[config.mk]
export PLATFORM = sky130hd
export DESIGN_NAME = lcd_pixel_feeder_flat
export DESIGN_NICKNAME = d
export VERILOG_FILES = /design/src/rtl/lcd_pixel_feeder_if.sv /design/src/rtl/lcd_pixel_feeder.sv /design/src/flat_wrapper.sv
export SDC_FILE = /design/constraint.sdc
export NUM_CORES = 1
export LEC_CHECK = 0
export CORE_ASPECT_RATIO = 0.6
export CORE_MARGIN = 1
export CORE_UTILIZATION = 51
export DETAILED_ROUTE_END_ITERATION = 7
export PLACE_DENSITY = 0.85
export SLEW_MARGIN = 5
export SYNTH_ARGS = -nofsm -noshare
export SYNTH_HDL_FRONTEND = slang
export SYNTH_SLANG_ARGS = --single-unit
[constraint.sdc]
create_clock -name lcd_pclk -period 3.8 [get_ports lcd_pclk]
set_input_delay 0.38 -clock lcd_pclk [delete_from_list [all_inputs] [get_ports lcd_pclk]]
set_output_delay 0.38 -clock lcd_pclk [all_outputs]
set_load 0.1 [all_outputs]
[src/rtl/lcd_pixel_feeder_if.sv]
// Signal bundle between the LCD timing side, the SDRAM read FIFO and the pixel feeder.
// uflow_cnt exists only when LCD_FEED_UFLOW_CNT_EN is defined.
interface lcd_pixel_feeder_if;
    logic        lcd_vs;
    logic        data_req;
    logic        pad_req;
    logic [15:0] fifo_rd_data;
    logic        fifo_empty;
    logic        fifo_rd_en;
    logic [15:0] pixel_data;
    logic        frame_start;
    logic        frame_done;
    logic        underflow;
    logic        frame_err;
`ifdef LCD_FEED_UFLOW_CNT_EN
    logic [15:0] uflow_cnt;

    modport slave (
        input  lcd_vs, data_req, pad_req, fifo_rd_data, fifo_empty,
        output fifo_rd_en, pixel_data, frame_start, frame_done, underflow, frame_err, uflow_cnt
    );
    modport master (
        output lcd_vs, data_req, pad_req, fifo_rd_data, fifo_empty,
        input  fifo_rd_en, pixel_data, frame_start, frame_done, underflow, frame_err, uflow_cnt
    );
`else
    modport slave (
        input  lcd_vs, data_req, pad_req, fifo_rd_data, fifo_empty,
        output fifo_rd_en, pixel_data, frame_start, frame_done, underflow, frame_err
    );
    modport master (
        output lcd_vs, data_req, pad_req, fifo_rd_data, fifo_empty,
        input  fifo_rd_en, pixel_data, frame_start, frame_done, underflow, frame_err
    );
`endif
endinterface

[src/rtl/lcd_pixel_feeder.sv]
// Feeds RGB565 pixels from the SDRAM read FIFO to the LCD driver, one frame per vsync.
// Optional underflow counter enabled by defining LCD_FEED_UFLOW_CNT_EN.
module lcd_pixel_feeder #(
    parameter logic [19:0] FRAME_PIX  = 20'd307200,
    parameter logic [19:0] PAD_PIX    = 20'd0,
    parameter logic [15:0] FILL_COLOR = 16'h0000
) (
    input  logic lcd_pclk,
    input  logic rst_n,
    lcd_pixel_feeder_if.slave bus
);

    localparam logic [1:0] S_WAIT_VS = 2'd0;
    localparam logic [1:0] S_ACTIVE  = 2'd1;
    localparam logic [1:0] S_DONE    = 2'd2;

    // One extra bit so FRAME_PIX+PAD_PIX cannot overflow the comparison.
    localparam logic [20:0] TOTAL_PIX = {1'b0, FRAME_PIX} + {1'b0, PAD_PIX};

    logic [1:0]  state;
    logic [19:0] pix_cnt;
    logic        vs_d1;
    logic        rd_d1;
    logic        vs_rise;
    logic        in_data;
    logic        consume;
    logic [20:0] cnt_nxt;

    assign vs_rise = bus.lcd_vs & ~vs_d1;
    assign in_data = (pix_cnt < FRAME_PIX);
    assign cnt_nxt = {1'b0, pix_cnt} + 21'd1;

    // A restart always wins over a request in the same cycle, so no word is consumed then.
    assign consume = (state == S_ACTIVE) & ~vs_rise & ({1'b0, pix_cnt} < TOTAL_PIX) &
                     ((bus.data_req & in_data) | (bus.pad_req & ~in_data));

    assign bus.fifo_rd_en = consume & ~bus.fifo_empty;
    assign bus.pixel_data = rd_d1 ? bus.fifo_rd_data : FILL_COLOR;
    assign bus.frame_done = (state == S_DONE);

    always_ff @(posedge lcd_pclk or negedge rst_n) begin
        if (!rst_n) begin
            state           <= S_WAIT_VS;
            pix_cnt         <= 20'd0;
            vs_d1           <= 1'b0;
            rd_d1           <= 1'b0;
            bus.frame_start <= 1'b0;
            bus.underflow   <= 1'b0;
            bus.frame_err   <= 1'b0;
        end else begin
            vs_d1           <= bus.lcd_vs;
            rd_d1           <= bus.fifo_rd_en & in_data;
            bus.frame_start <= vs_rise;
            if (vs_rise) begin
                state         <= S_ACTIVE;
                pix_cnt       <= 20'd0;
                bus.underflow <= 1'b0;
                bus.frame_err <= (state == S_ACTIVE) && ({1'b0, pix_cnt} < TOTAL_PIX);
            end else begin
                // Empty-FIFO requests still advance the count to keep the frame aligned.
                if (consume) begin
                    pix_cnt <= cnt_nxt[19:0];
                    if (bus.fifo_empty)
                        bus.underflow <= 1'b1;
                end
                if ((state == S_ACTIVE) &&
                    ((consume && (cnt_nxt >= TOTAL_PIX)) || ({1'b0, pix_cnt} >= TOTAL_PIX)))
                    state <= S_DONE;
            end
        end
    end

`ifdef LCD_FEED_UFLOW_CNT_EN
    always_ff @(posedge lcd_pclk or negedge rst_n) begin
        if (!rst_n)
            bus.uflow_cnt <= 16'd0;
        else if (vs_rise)
            bus.uflow_cnt <= 16'd0;
        else if (consume && bus.fifo_empty && (bus.uflow_cnt != 16'hFFFF))
            bus.uflow_cnt <= bus.uflow_cnt + 16'd1;
    end
`endif

endmodule

[src/flat_wrapper.sv]
// flat-port wrapper written by rule: the top's interface ports become plain ports
module lcd_pixel_feeder_flat 
#(
    parameter logic [19:0] FRAME_PIX  = 20'd307200,
    parameter logic [19:0] PAD_PIX    = 20'd0,
    parameter logic [15:0] FILL_COLOR = 16'h0000
)
  (lcd_pclk, rst_n, bus_lcd_vs, bus_data_req, bus_pad_req, bus_fifo_rd_data, bus_fifo_empty, bus_fifo_rd_en, bus_pixel_data, bus_frame_start, bus_frame_done, bus_underflow, bus_frame_err);
  lcd_pixel_feeder_if bus_i ();
  input  logic lcd_pclk;
  input  logic rst_n;
  input wire logic [$bits(bus_i.lcd_vs)-1:0] bus_lcd_vs;
  input wire logic [$bits(bus_i.data_req)-1:0] bus_data_req;
  input wire logic [$bits(bus_i.pad_req)-1:0] bus_pad_req;
  input wire logic [$bits(bus_i.fifo_rd_data)-1:0] bus_fifo_rd_data;
  input wire logic [$bits(bus_i.fifo_empty)-1:0] bus_fifo_empty;
  output wire logic [$bits(bus_i.fifo_rd_en)-1:0] bus_fifo_rd_en;
  output wire logic [$bits(bus_i.pixel_data)-1:0] bus_pixel_data;
  output wire logic [$bits(bus_i.frame_start)-1:0] bus_frame_start;
  output wire logic [$bits(bus_i.frame_done)-1:0] bus_frame_done;
  output wire logic [$bits(bus_i.underflow)-1:0] bus_underflow;
  output wire logic [$bits(bus_i.frame_err)-1:0] bus_frame_err;
  assign bus_i.lcd_vs = bus_lcd_vs;
  assign bus_i.data_req = bus_data_req;
  assign bus_i.pad_req = bus_pad_req;
  assign bus_i.fifo_rd_data = bus_fifo_rd_data;
  assign bus_i.fifo_empty = bus_fifo_empty;
  assign bus_fifo_rd_en = bus_i.fifo_rd_en;
  assign bus_pixel_data = bus_i.pixel_data;
  assign bus_frame_start = bus_i.frame_start;
  assign bus_frame_done = bus_i.frame_done;
  assign bus_underflow = bus_i.underflow;
  assign bus_frame_err = bus_i.frame_err;
  lcd_pixel_feeder #(.FRAME_PIX(FRAME_PIX), .PAD_PIX(PAD_PIX), .FILL_COLOR(FILL_COLOR)) u_core (.lcd_pclk(lcd_pclk), .rst_n(rst_n), .bus(bus_i));
endmodule
== Yosys cells after proc, flatten, opt, wreduce, memory -nomap -nowiden ==
Cells that the tools add are included.

* Register bits: 27
* Bits in latches: 0
* Bits in writable memories: 0
* ROM bits: 0
* Output and inout bits: 21
* Logic and storage cells: 43
* Memories: 0

* $add $sub $neg: 1
* Multipliers: 0
* Divide/modulo/power cells: 0
* Order comparisons: 4
* Equality and inequality tests: 2
* Shifts and indexed selects: 0
* Multiplexer cells: 8
* Bitwise operators: 13
* Reduce and logical (&&, ||, !) cells: 8

{| class="wikitable"
|+ Operators with widths
! cell !! number
|-
| 20-bit by 19-bit < comparator with 1-bit output, second input constant || 2
|-
| 20-bit two-way mux || 2
|-
| 20-bit by 1-bit adder with 21-bit output, second input constant || 1
|-
| 21-bit by 19-bit greater-or-equal comparator with 1-bit output, second input constant || 1
|-
| 20-bit by 19-bit greater-or-equal comparator with 1-bit output, second input constant || 1
|-
| 16-bit two-way mux || 1
|-
| 1-bit bitwise AND || 8
|-
| 2-bit nonzero test || 3
|-
| 2-bit two-way mux || 2
|-
| 1-bit NOT || 4
|-
| 1-bit logical AND || 3
|-
| 1-bit two-way mux || 3
|-
| 2-bit by 1-bit == test with 1-bit output, second input constant || 1
|-
| 2-bit == test, second input constant || 1
|-
| 2-bit AND reduction || 1
|-
| 1-bit logical OR || 1
|-
| 1-bit bitwise OR || 1
|}

== Depth between registers and ports, before layout ==
Gate-level depths: netlist (run 1).

* Word-level depth: 11
* Depth in mapped cells: 8
* Gate-level depth less buffers: 7

== Least setup slack after synthesis (run 1) ==
OpenSTA, ideal clock, no wires.

* Path kind: reg-to-output
* Start: reg u_core.state[1]
* End: out bus_fifo_rd_en
* Arrival time: 2286 ps
* Data required time: 3420 ps
* Slack: 1134 ps
* Cell stages (with the launch flop): 6
* Buffers on the path: 1
* Path through: dfrtp_1 and4bb_2 o211a_1 buf_4 nand2_1 nor2_1

* Cells in the longest elaborated chain, start to end: 5

{| class="wikitable"
|+ RTL lines
! element !! line !! source
|-
| start: declaration || lcd_pixel_feeder.sv:20 || <nowiki>logic [1:0] state;</nowiki>
|-
| start signal: assignment || lcd_pixel_feeder.sv:43 || <nowiki>state <= S_WAIT_VS;</nowiki>
|-
| start signal: assignment || lcd_pixel_feeder.sv:55 || <nowiki>state <= S_ACTIVE;</nowiki>
|-
| start signal: assignment || lcd_pixel_feeder.sv:68 || <nowiki>state <= S_DONE;</nowiki>
|-
| 2-bit by 1-bit == test with 1-bit output || lcd_pixel_feeder.sv:34 || <nowiki>assign consume = (state == S_ACTIVE) & ~vs_rise & ({1'b0, pix_cnt} < TOTAL_PIX) &</nowiki>
|-
| 1-bit bitwise AND (3 in a row) || lcd_pixel_feeder.sv:34 ||
|-
| 1-bit bitwise AND || lcd_pixel_feeder.sv:37 || <nowiki>assign bus.fifo_rd_en = consume & ~bus.fifo_empty;</nowiki>
|-
| end: declaration || flat_wrapper.sv:17 || <nowiki>output wire logic [$bits(bus_i.fifo_rd_en)-1:0] bus_fifo_rd_en;</nowiki>
|}

No other way between the ends.

== Worst setup path after layout (run 1) ==
* Start: reg u_core.rd_d1
* End: out bus_pixel_data[12]

* Cells in the longest elaborated chain, start to end: 1

{| class="wikitable"
|+ RTL lines
! element !! line !! source
|-
| start: declaration || lcd_pixel_feeder.sv:23 || <nowiki>logic rd_d1;</nowiki>
|-
| start signal: assignment || lcd_pixel_feeder.sv:52 || <nowiki>rd_d1 <= bus.fifo_rd_en & in_data;</nowiki>
|-
| 16-bit two-way mux || lcd_pixel_feeder.sv:38 || <nowiki>assign bus.pixel_data = rd_d1 ? bus.fifo_rd_data : FILL_COLOR;</nowiki>
|-
| end: declaration || flat_wrapper.sv:18 || <nowiki>output wire logic [$bits(bus_i.pixel_data)-1:0] bus_pixel_data;</nowiki>
|}

No other way between the ends.

==> results by group, run 1 <==
Power
  – Clock network fraction of design power: 25.6%
  – Worst supply voltage drop on vdd: 0.223 mV
  – Internal power: 0.000427 W
  – Cell Pwr Density: 328 mW/mm2
  – Switching part of the total: 34.8%
  – Net Sw Power: 0.000228 W
  – Part of the total power dissipated in sequential elements: 49.2%
  – Leakage component of the power: 0.828 nW
  – Share of total power in combinational logic: 25.2%

STA
  – Transition at the pin with the smallest max-transition slack: 1.00 ns
  – Worst slew slack as a fraction of its limit: 33.1%
  – Max-slew violation total from the final report: 0
  – Max frequency: 391 MHz
  – WHS: 0.467 ns
  – Setup-violating endpoint count in the final report: 0
  – Share of the clock period used by the worst path: 67.4%
  – Final number of hold-violating endpoints: 0
  – Final critical path time including I/O delays and setup: 2.56 ns
  – Clock Skews: 0.00741 ns
  – Setup TNS: 0 ns
  – Unrepaired setup endpoints after global routing: no

Die
  – Top-level port count: 43
  – Initial core utilization: 56.9%
  – Die outline width: 72.1 um
  – Core Region: 0.00265 mm2
  – Total die area: 0.00318 mm2
  – Vertical die dimension: 44.1 um
  – Placement Rows: 14

CTS
  – Max H-tree Level: 1
  – Clock sink total: 27
  – CTS root buffer: clkbuf_8
  – Clk Latency, worst-skew pair: 0.28 ns
  – Cts repair resizes: 0
  – Hold Buf Count CTS: 0
  – Setup Fix Bufs, Post-CTS: 0
  – Maximum root-to-sink buffer count: 2
  – CTS clk-pin slew, worst paths: 0.09 ns
  – Number of buffers created by CTS: 3
  – CTS tree: built

Run status
  – Result of the run: complete, no violations

Critical path
  – Worst reg2reg path depth: 6
  – Required time worst endpoint: 3.42 ns
  – Launch point of the worst reg-to-reg path: u_core.pix_cnt[0]$_DFFE_PN0P_
  – Top fanout value on the critical path: 16
  – Category of the worst setup path launch point: flip-flop
  – Endpoint arrival time on the critical path: 2.18 ns
  – Setup slack of the worst register-to-register path: 1.71 ns
  – Critical path capture point type: primary output
  – Capture instance of the worst register-to-register path: u_core.state[1]$_DFFE_PN0P_
  – Class of the most critical setup path: reg -> out

Final layout
  – Post-route core utilization: 75.5%
  – Share of final-layout standard cells stronger than drive strength 1: 4.76%
  – FF/Latch Area: 676 um2
  – Leading cell type in the layout, fill and taps excluded: clkdlybuf4s50_1
  – Final nets: 235
  – FILL cells: 212
  – Top library cells by usage in the layout, fill and taps aside: clkdlybuf4s50_1, dfrtp_1, nor2_1, nand2_1, and2_1
  – Area growth from synthesis to final layout: 32.7%
  – Multi-input gate area in the final layout: 788 um2
  – Ant. Diodes: 0

Synth
  – Number of distinct library cell variants in the gate-level netlist after synthesis: 33
  – Mapped Area: 0.00151 mm2
  – Number of nets produced by synthesis: 193
  – Count of flip-flops with a built-in enable after synthesis: 0
  – Top cells by area, synth: dfrtp_1, and2_1, nor2_1
  – Synth top area share: 44.9%
  – Avg Cell Area, Syn: 8.91 um2
  – Register area share after synthesis: 44.9%
  – Warnings from Yosys: 0
  – Number of synthesized register bits: 27
  – Dominant register cell in the synthesized netlist: dfrtp_1
  – Number of instances in the synthesized netlist: 169
  – Largest area contributor in the synthesized netlist: dfrtp_1
  – Async set-reset flop share out of synthesis: 100%

Detailed routing
  – Routed wire per std cell: 15.3 um
  – DR vias: 1361
  – Pre-Repair DR Iteration Count: 5
  – Number of nets still failing antenna checks after routing: 0
  – Total wirelength of the detailed-routed design: 3810 um
  – Detailed Route Iter0 Violations: 128
  – Vias per cell: 5.44
  – Post-route DRC violation count: 0

GRT
  – Maximum number of pins on one net before global-route repair: 28
  – GRT Residual Overflow: 0
  – Highest-utilization routing layer at the global route stage: met2
  – Initial antenna violation count: 0
  – Met2 Resource Use GR: 42.6%
  – Number of global-route vias before repair: 1241
  – First-pass GRT wire length: 6310 um
  – GRT Overall Usage: 26.8%
  – Met3 capacity usage during global routing: 5.69%
  – Met1 track demand over resource in global routing: 38.4%

Place
  – Placer Congestion: 0.879
  – Total of buffers placed on input and output ports: 41
  – Detail Placement HPWL: 2940 um

Hold path
  – Classification of the worst-slack hold path: in -> async

Run
  – Max cap viols: 0
==> Yosys cell counts, types with 2 or more instances <==
cell	instances
dfrtp_1	27
nor2_1	22
nand2_1	19
and2_1	18
a21oi_1	8
xor2_1	8
nand3_1	7
nor3_1	7
o21ai_0	7
xnor2_1	7
nand4_1	6
inv_1	5
clkbuf_1	3
and4_4	2
ha_1	2
nand2b_1	2
or3_1	2
or4_1	2
==> critical path: stages, from the launching register on <==
cell and delay (ns):
dfrtp_1 0.56, and2_1 0.19, clkdlybuf4s50_1 1.14
==> worst max path at each step <==
stage / end / startpoint / cells after the start / slack [ns]
2_1_floorplan: bus_fifo_rd_en / u_core.state[1]$_DFFE_PN0P_ / 5 / 1.13
3_3_place_gp: bus_pixel_data[1] / bus_fifo_rd_data[1] / 3 / 1.34
3_5_place_dp: bus_pixel_data[12] / bus_fifo_rd_data[12] / 3 / 1.30
4_1_cts: bus_pixel_data[12] / u_core.rd_d1$_DFF_PN0_ / 2 / 1.23
5_1_grt: bus_pixel_data[15] / u_core.rd_d1$_DFF_PN0_ / 2 / 1.10
6_report: bus_pixel_data[12] / u_core.rd_d1$_DFF_PN0_ / 2 / 1.24
==> registers in the layout (all words and copies together) (netlist names) <==
register	count
u_core.bus.frame_err	1
u_core.pix_cnt	20
u_core.state	2
u_core.bus.frame_start	1
u_core.vs_d1	1
u_core.rd_d1	1
u_core.bus.underflow	1
==> per-layer routing <==
metal | wire [um] | vias to the layer above | part of all wire [%]
li1 | - | 657 | -
met1 | 1750 | 649 | 46
met2 | 1820 | 48 | 48
met3 | 193 | 7 | 5.1
met4 | 48 | 0 | 1.3
met5 | 0 | - | 0
==> logic make-up after synthesis <==
logic type / after synthesis / synth area share (%)
simple gates: 93 / 33.4
flops: 27 / 44.9
compound gates: 22 / 8.56
xor+xnor: 15 / 8.73
buf+inv: 10 / 2.74
fa+ha+maj: 2 / 1.66
==> power groups by stage <==
stage | clock, W | sequential, W | combinational (W)
finish | 0.000168 | 0.000322 | 0.000165
global route | 0.000181 | 0.000325 | 0.000174
CTS | 0.000171 | 0.000322 | 0.000166
detailed placement | 0 | 0.000327 | 0.000165
global placement | 0 | 0.000325 | 0.000160
floorplan | 0 | 0.000343 | 0.0000889
==> final cells by class <==
cell class	instances	area share, %
Clock buffer	3	2.07
Multi-Input combinational cell	132	39.5
Clock inverter	1	0.376
Tap cell	40	2.51
Timing Repair Buffer	42	20.8
Inverter	5	0.940
Sequential cell	27	33.8
==> per-stage QoR <==
step | cell area (um2) | power, W | cells | worst slack [ns]
after floorplan | 1510 | 0.000432 | 169 | 1.13
after global placement | 1950 | 0.000485 | 246 | 1.34
after detailed placement | 1950 | 0.000492 | 246 | 1.30
after CTS | 2000 | 0.000658 | 250 | 1.23
after global routing | 2000 | 0.000680 | 250 | 1.10
final | 2000 | 0.000655 | 250 | 1.24
Note: power is estimated with default switching activity, not from simulation.
==> inputs of run 2 (changes only) <==
--- a/config.mk
+++ b/config.mk
@@ -7,9 +7,9 @@
 export LEC_CHECK = 0
 export CORE_ASPECT_RATIO = 0.6
 export CORE_MARGIN = 1
-export CORE_UTILIZATION = 51
+export CORE_UTILIZATION = 47
 export DETAILED_ROUTE_END_ITERATION = 7
-export PLACE_DENSITY = 0.85
+export PLACE_DENSITY = 0.79
 export SLEW_MARGIN = 5
 export SYNTH_ARGS = -nofsm -noshare
 export SYNTH_HDL_FRONTEND = slang
==> constraint.sdc (replaced) <==
create_clock -name lcd_pclk -period 2.4 [get_ports lcd_pclk]
set_input_delay 0.24 -clock lcd_pclk [delete_from_list [all_inputs] [get_ports lcd_pclk]]
set_output_delay 0.24 -clock lcd_pclk [all_outputs]
set_load 0.1 [all_outputs]
==> results by group, run 2 (synthesis results as in run 1) <==
Hold path
  – Classification of the worst-slack hold path: in -> async

Die
  – Die outline width: 75.1 um
  – Initial core utilization: 50.8%
  – Total die area: 0.00344 mm2
  – Placement Rows: 15
  – Vertical die dimension: 45.8 um
  – Top-level port count: 43
  – Core Region: 0.00297 mm2

STA
  – Max-slew violation total from the final report: 0
  – Setup-violating endpoint count in the final report: 0
  – Clock Skews: 0.00227 ns
  – Share of the clock period used by the worst path: 88.8%
  – Max frequency: 469 MHz
  – Transition at the pin with the smallest max-transition slack: 0.576 ns
  – Final number of hold-violating endpoints: 0
  – Setup TNS: 0 ns
  – Worst slew slack as a fraction of its limit: 61.4%
  – Final critical path time including I/O delays and setup: 2.13 ns
  – Unrepaired setup endpoints after global routing: no

Critical path
  – Slowest Stage Delay on Critical Path: 0.47 ns
  – Class of the most critical setup path: reg -> out
  – Buffering stage count on the worst path with inverters included: 1
  – Required time worst endpoint: 2.16 ns
  – Critical path capture point type: primary output
  – Top fanout value on the critical path: 8
  – Launch point of the worst reg-to-reg path: u_core.pix_cnt[0]$_DFFE_PN0P_
  – Cell family with most CP delay: compound AO/OA/AOI/OAI gates
  – Slowest library cell on the worst path: dfrtp_1
  – Worst reg2reg path depth: 6
  – Category of the worst setup path launch point: flip-flop
  – Number of stages on the worst setup path: 5
  – Ordered list of cells on the worst path: a21oi_1 > o211a_1 > nand2_1 > nor2_2 > buf_12
  – Endpoint arrival time on the critical path: 1.89 ns
  – Startpoint of the worst setup timing path: u_core.pix_cnt[13]$_DFFE_PN0P_

CTS
  – Number of buffers created by CTS: 3
  – Setup Fix Bufs, Post-CTS: 0
  – CTS tree: built
  – Clock sink total: 27
  – Maximum root-to-sink buffer count: 2
  – Clk Latency, worst-skew pair: 0.27 ns
  – Cts repair resizes: 0
  – Max H-tree Level: 1
  – CTS clk-pin slew, worst paths: 0.09 ns
  – CTS root buffer: clkbuf_8
  – Hold Buf Count CTS: 0

Final layout
  – Share of final-layout standard cells stronger than drive strength 1: 16.0%
  – Total non-filler cell area in the finished layout: 0.00198 mm2
  – Top library cells by usage in the layout, fill and taps aside: dfrtp_1, buf_4, nor2_1, clkdlybuf4s50_1, nand2_1
  – Final nets: 238
  – FILL cells: 253
  – Area growth from synthesis to final layout: 31.8%
  – Flip-flop count of the largest register, all copies and words added: 20
  – Biggest registers after layout: u_core.pix_cnt (20), u_core.state (2)
  – Leading cell type in the layout, fill and taps excluded: dfrtp_1
  – Ant. Diodes: 0
  – Reg with most FFs: u_core.pix_cnt

GRT
  – GRT Overall Usage: 24.5%
  – Number of global-route vias before repair: 1216
  – First-pass GRT wire length: 5970 um
  – Initial antenna violation count: 0
  – GRT Residual Overflow: 0
  – Maximum number of pins on one net before global-route repair: 28

Detailed routing
  – Pre-Repair DR Iteration Count: 4
  – Detailed Route Iter0 Violations: 137
  – Number of nets still failing antenna checks after routing: 0
  – DR vias: 1393
  – Vias per cell: 5.46
  – Routed wire per std cell: 15.1 um
  – Post-route DRC violation count: 0
  – Total wirelength of the detailed-routed design: 3850 um

Place
  – Placer Congestion: 0.923
  – Placed standard-cell area: 0.00194 mm2
  – Detail Placement HPWL: 2990 um
  – Total of buffers placed on input and output ports: 41

Power
  – Cell Pwr Density: 519 mW/mm2
  – Worst supply voltage drop on vdd: 0.282 mV
  – Leakage component of the power: 0.885 nW

Run
  – Max cap viols: 0

Run status
  – Result of the run: complete, no violations
[run 2: final timing paths]
path                       slack, ns                                to
setup / recovery                0.27                    bus_fifo_rd_en
hold / removal                  0.34    u_core.pix_cnt[10]$_DFFE_PN0P_
setup reg to reg                0.34       u_core.state[1]$_DFFE_PN0P_
hold reg to reg                 0.48  u_core.bus.frame_err$_DFFE_PN0P_
max in group asynchronous       1.80    u_core.pix_cnt[15]$_DFFE_PN0P_
min in group lcd_pclk           0.44            u_core.vs_d1$_DFF_PN0_
[run 2: layout make-up]
class / instances / area [um2] / area share (%)
clock buffers: 3 / 41.3 / 2.08
clock inverters: 1 / 5.00 / 0.252
inverters: 5 / 18.8 / 0.946
multi-input cells: 132 / 791 / 39.8
flip-flops and latches: 27 / 676 / 34.0
well taps: 42 / 52.6 / 2.65
repair buffers: 45 / 400 / 20.2
[run 2: per-layer routing]
metal,vias up,track usage (%),routed length (um)
met1,663,35.9,1800
met5,-,0,0
met3,9,5.97,256
met2,55,34.6,1730
li1,666,-,-
met4,0,9.43,61
[run 2: metrics by stage]
stage	hold slack [ns]	setup WS (ns)	std cells	power (W)	util, %
after global placement	0.451	0.292	251	0.000771	65.4
after global routing	0.358	0.167	255	0.00108	66.9
after CTS	0.349	0.263	255	0.00104	66.9
after detailed placement	0.470	0.213	251	0.000783	65.4
final	0.342	0.270	255	0.00103	66.9
after floorplan	-0.0556	0.331	169	0.000685	-
[run 2: power by group]
part           total (W)  leakage [nW]  switching (W)  internal (W)
registers       0.000510         0.360      0.0000340      0.000476
logic           0.000263         0.499       0.000181     0.0000820
clock network   0.000257        0.0255       0.000141      0.000116
==> inputs of run 3 (changes only) <==
--- a/config.mk
+++ b/config.mk
@@ -8,6 +8,7 @@
 export CORE_ASPECT_RATIO = 0.6
 export CORE_MARGIN = 1
 export CORE_UTILIZATION = 47
+export CTS_CLUSTER_SIZE = 24
 export DETAILED_ROUTE_END_ITERATION = 7
 export PLACE_DENSITY = 0.79
 export SLEW_MARGIN = 5
==> constraint.sdc (replaced) <==
create_clock -name lcd_pclk -period 2.4 [get_ports lcd_pclk]
set_input_delay 0.24 -clock lcd_pclk [delete_from_list [all_inputs] [get_ports lcd_pclk]]
set_output_delay 0.24 -clock lcd_pclk [all_outputs]
set_load 0.05 [all_outputs]
==> results by group, run 3 (synthesis results as in run 1) <==
Run status
  – Result of the run: complete, no violations

STA
  – Worst slew slack as a fraction of its limit: 59.3%
  – Setup TNS: 0 ns
  – Final number of hold-violating endpoints: 0
  – Clock Skews: 0.00680 ns
  – Final critical path time including I/O delays and setup: 2.13 ns
  – Transition at the pin with the smallest max-transition slack: 0.608 ns
  – Worst Setup Slack, final: 0.274 ns
  – Setup-violating endpoint count in the final report: 0
  – Max-slew violation total from the final report: 0
  – Share of the clock period used by the worst path: 88.6%
  – Unrepaired setup endpoints after global routing: no
  – Max frequency: 470 MHz

Detailed routing
  – Pre-Repair DR Iteration Count: 4
  – Post-route DRC violation count: 0
  – Routed wire per std cell: 14.3 um
  – Total wirelength of the detailed-routed design: 3630 um
  – Vias per cell: 5.43
  – Number of nets still failing antenna checks after routing: 0
  – Detailed Route Iter0 Violations: 130
  – DR vias: 1373

Final layout
  – Area growth from synthesis to final layout: 34.2%
  – Fin cells: 253
  – Flip-flop count of the largest register, all copies and words added: 20
  – Top library cells by usage in the layout, fill and taps aside: clkdlybuf4s50_1, dfrtp_1, nor2_1, nand2_1, and2_1
  – Ant. Diodes: 0
  – Total non-filler cell area in the finished layout: 0.00202 mm2
  – Leading cell type in the layout, fill and taps excluded: clkdlybuf4s50_1
  – Final nets: 236
  – Biggest registers after layout: u_core.pix_cnt (20), u_core.state (2)
  – FILL cells: 242
  – Reg with most FFs: u_core.pix_cnt
  – Share of final-layout standard cells stronger than drive strength 1: 5.21%

Die
  – Vertical die dimension: 45.8 um
  – Initial core utilization: 50.8%
  – Die outline width: 75.1 um
  – Core Region: 0.00297 mm2
  – Top-level port count: 43
  – Placement Rows: 15
  – Total die area: 0.00344 mm2

CTS
  – Cts repair resizes: 0
  – CTS clk-pin slew, worst paths: 0.10 ns
  – Hold Buf Count CTS: 0
  – Clk Latency, worst-skew pair: 0.28 ns
  – Setup Fix Bufs, Post-CTS: 0
  – Max H-tree Level: 1
  – CTS root buffer: clkbuf_8
  – Number of buffers created by CTS: 3
  – Clock sink total: 27
  – Maximum root-to-sink buffer count: 2
  – CTS tree: built

Critical path
  – Class of the most critical setup path: reg -> out
  – Slowest library cell on the worst path: dfrtp_1
  – Ordered list of cells on the worst path: o21ai_0 > o211a_1 > nand2_1 > nor2_1 > buf_12
  – Slowest Stage Delay on Critical Path: 0.45 ns
  – Critical path capture point type: primary output
  – Category of the worst setup path launch point: flip-flop
  – Endpoint arrival time on the critical path: 1.89 ns
  – Required time worst endpoint: 2.16 ns
  – Setup slack of the worst register-to-register path: 0.36 ns
  – Top fanout value on the critical path: 8

Power
  – Leakage component of the power: 0.837 nW
  – Cell Pwr Density: 485 mW/mm2
  – Worst supply voltage drop on vdd: 0.372 mV

GRT
  – GRT Overall Usage: 23.6%
  – First-pass GRT wire length: 5900 um
  – Initial antenna violation count: 0
  – GRT Residual Overflow: 0
  – Number of global-route vias before repair: 1244
  – Maximum number of pins on one net before global-route repair: 28

Place
  – Detail Placement HPWL: 2770 um
  – Worst slack at placement: 0.228 ns
  – Total of buffers placed on input and output ports: 41
  – Placed standard-cell area: 0.00197 mm2
  – Placer Congestion: 0.838
  – Cell total after placement: 249

Hold path
  – Classification of the worst-slack hold path: in -> async

Run
  – Max cap viols: 0
run 3: final timing paths:
kind	startpoint	to	cells after the start
worst max-delay path	u_core.pix_cnt[16]$_DFFE_PN0P_	bus_fifo_rd_en	5
worst min-delay path	rst_n	u_core.pix_cnt[15]$_DFFE_PN0P_	2
worst max register to register	u_core.pix_cnt[0]$_DFFE_PN0P_	u_core.state[1]$_DFFE_PN0P_	6
worst min register to register	u_core.bus.frame_err$_DFFE_PN0P_	u_core.bus.frame_err$_DFFE_PN0P_	2
max in group asynchronous	rst_n	u_core.pix_cnt[9]$_DFFE_PN0P_	2
min in group lcd_pclk	bus_lcd_vs	u_core.vs_d1$_DFF_PN0_	1
run 3: final cells by class:
| cell class | instances | area, um2 | area share (%) |
|---|---|---|---|
| Inverter | 5 | 18.8 | 0.929 |
| Tap cell | 42 | 52.6 | 2.60 |
| Timing Repair Buffer | 43 | 435 | 21.6 |
| Multi-Input combinational cell | 132 | 788 | 39.0 |
| Clock inverter | 1 | 7.51 | 0.372 |
| Clock buffer | 3 | 41.3 | 2.04 |
| Sequential cell | 27 | 676 | 33.5 |
run 3: worst max-delay path: cells and delay by family, from the launching register on:
kind | cells | cell delay (ns)
AO/OA/AOI/OAI | 2 | 0.64
flip-flops | 1 | 0.45
AND/OR/NAND/NOR | 2 | 0.35
buffers and inverters | 1 | 0.16
run 3: per-layer routing:
| metal | routed length (um) | track usage (%) | up-vias |
|---|---|---|---|
| met5 | 0 | 0 | - |
| met4 | 25 | 4.53 | 0 |
| met3 | 158 | 5.97 | 4 |
| met2 | 1730 | 38.6 | 50 |
| met1 | 1710 | 32.0 | 656 |
| li1 | - | - | 663 |
run 3: power breakdown:
group	internal, W	total (W)	switching (W)
Combinational	0.0000844	0.000204	0.000119
Sequential	0.000476	0.000508	0.0000318
Clock	0.000118	0.000269	0.000151
Total	0.000679	0.000980	0.000301
run 3: through the flow:
step / utilization (%) / hold slack [ns] / total power (W)
3_3_place_gp: 66.5 / 0.449 / 0.000713
6_report: 68.1 / 0.333 / 0.000980
4_1_cts: 68.1 / 0.348 / 0.000990
5_1_grt: 68.1 / 0.356 / 0.00102
2_1_floorplan: - / -0.0556 / 0.000626
3_5_place_dp: 66.5 / 0.460 / 0.000719
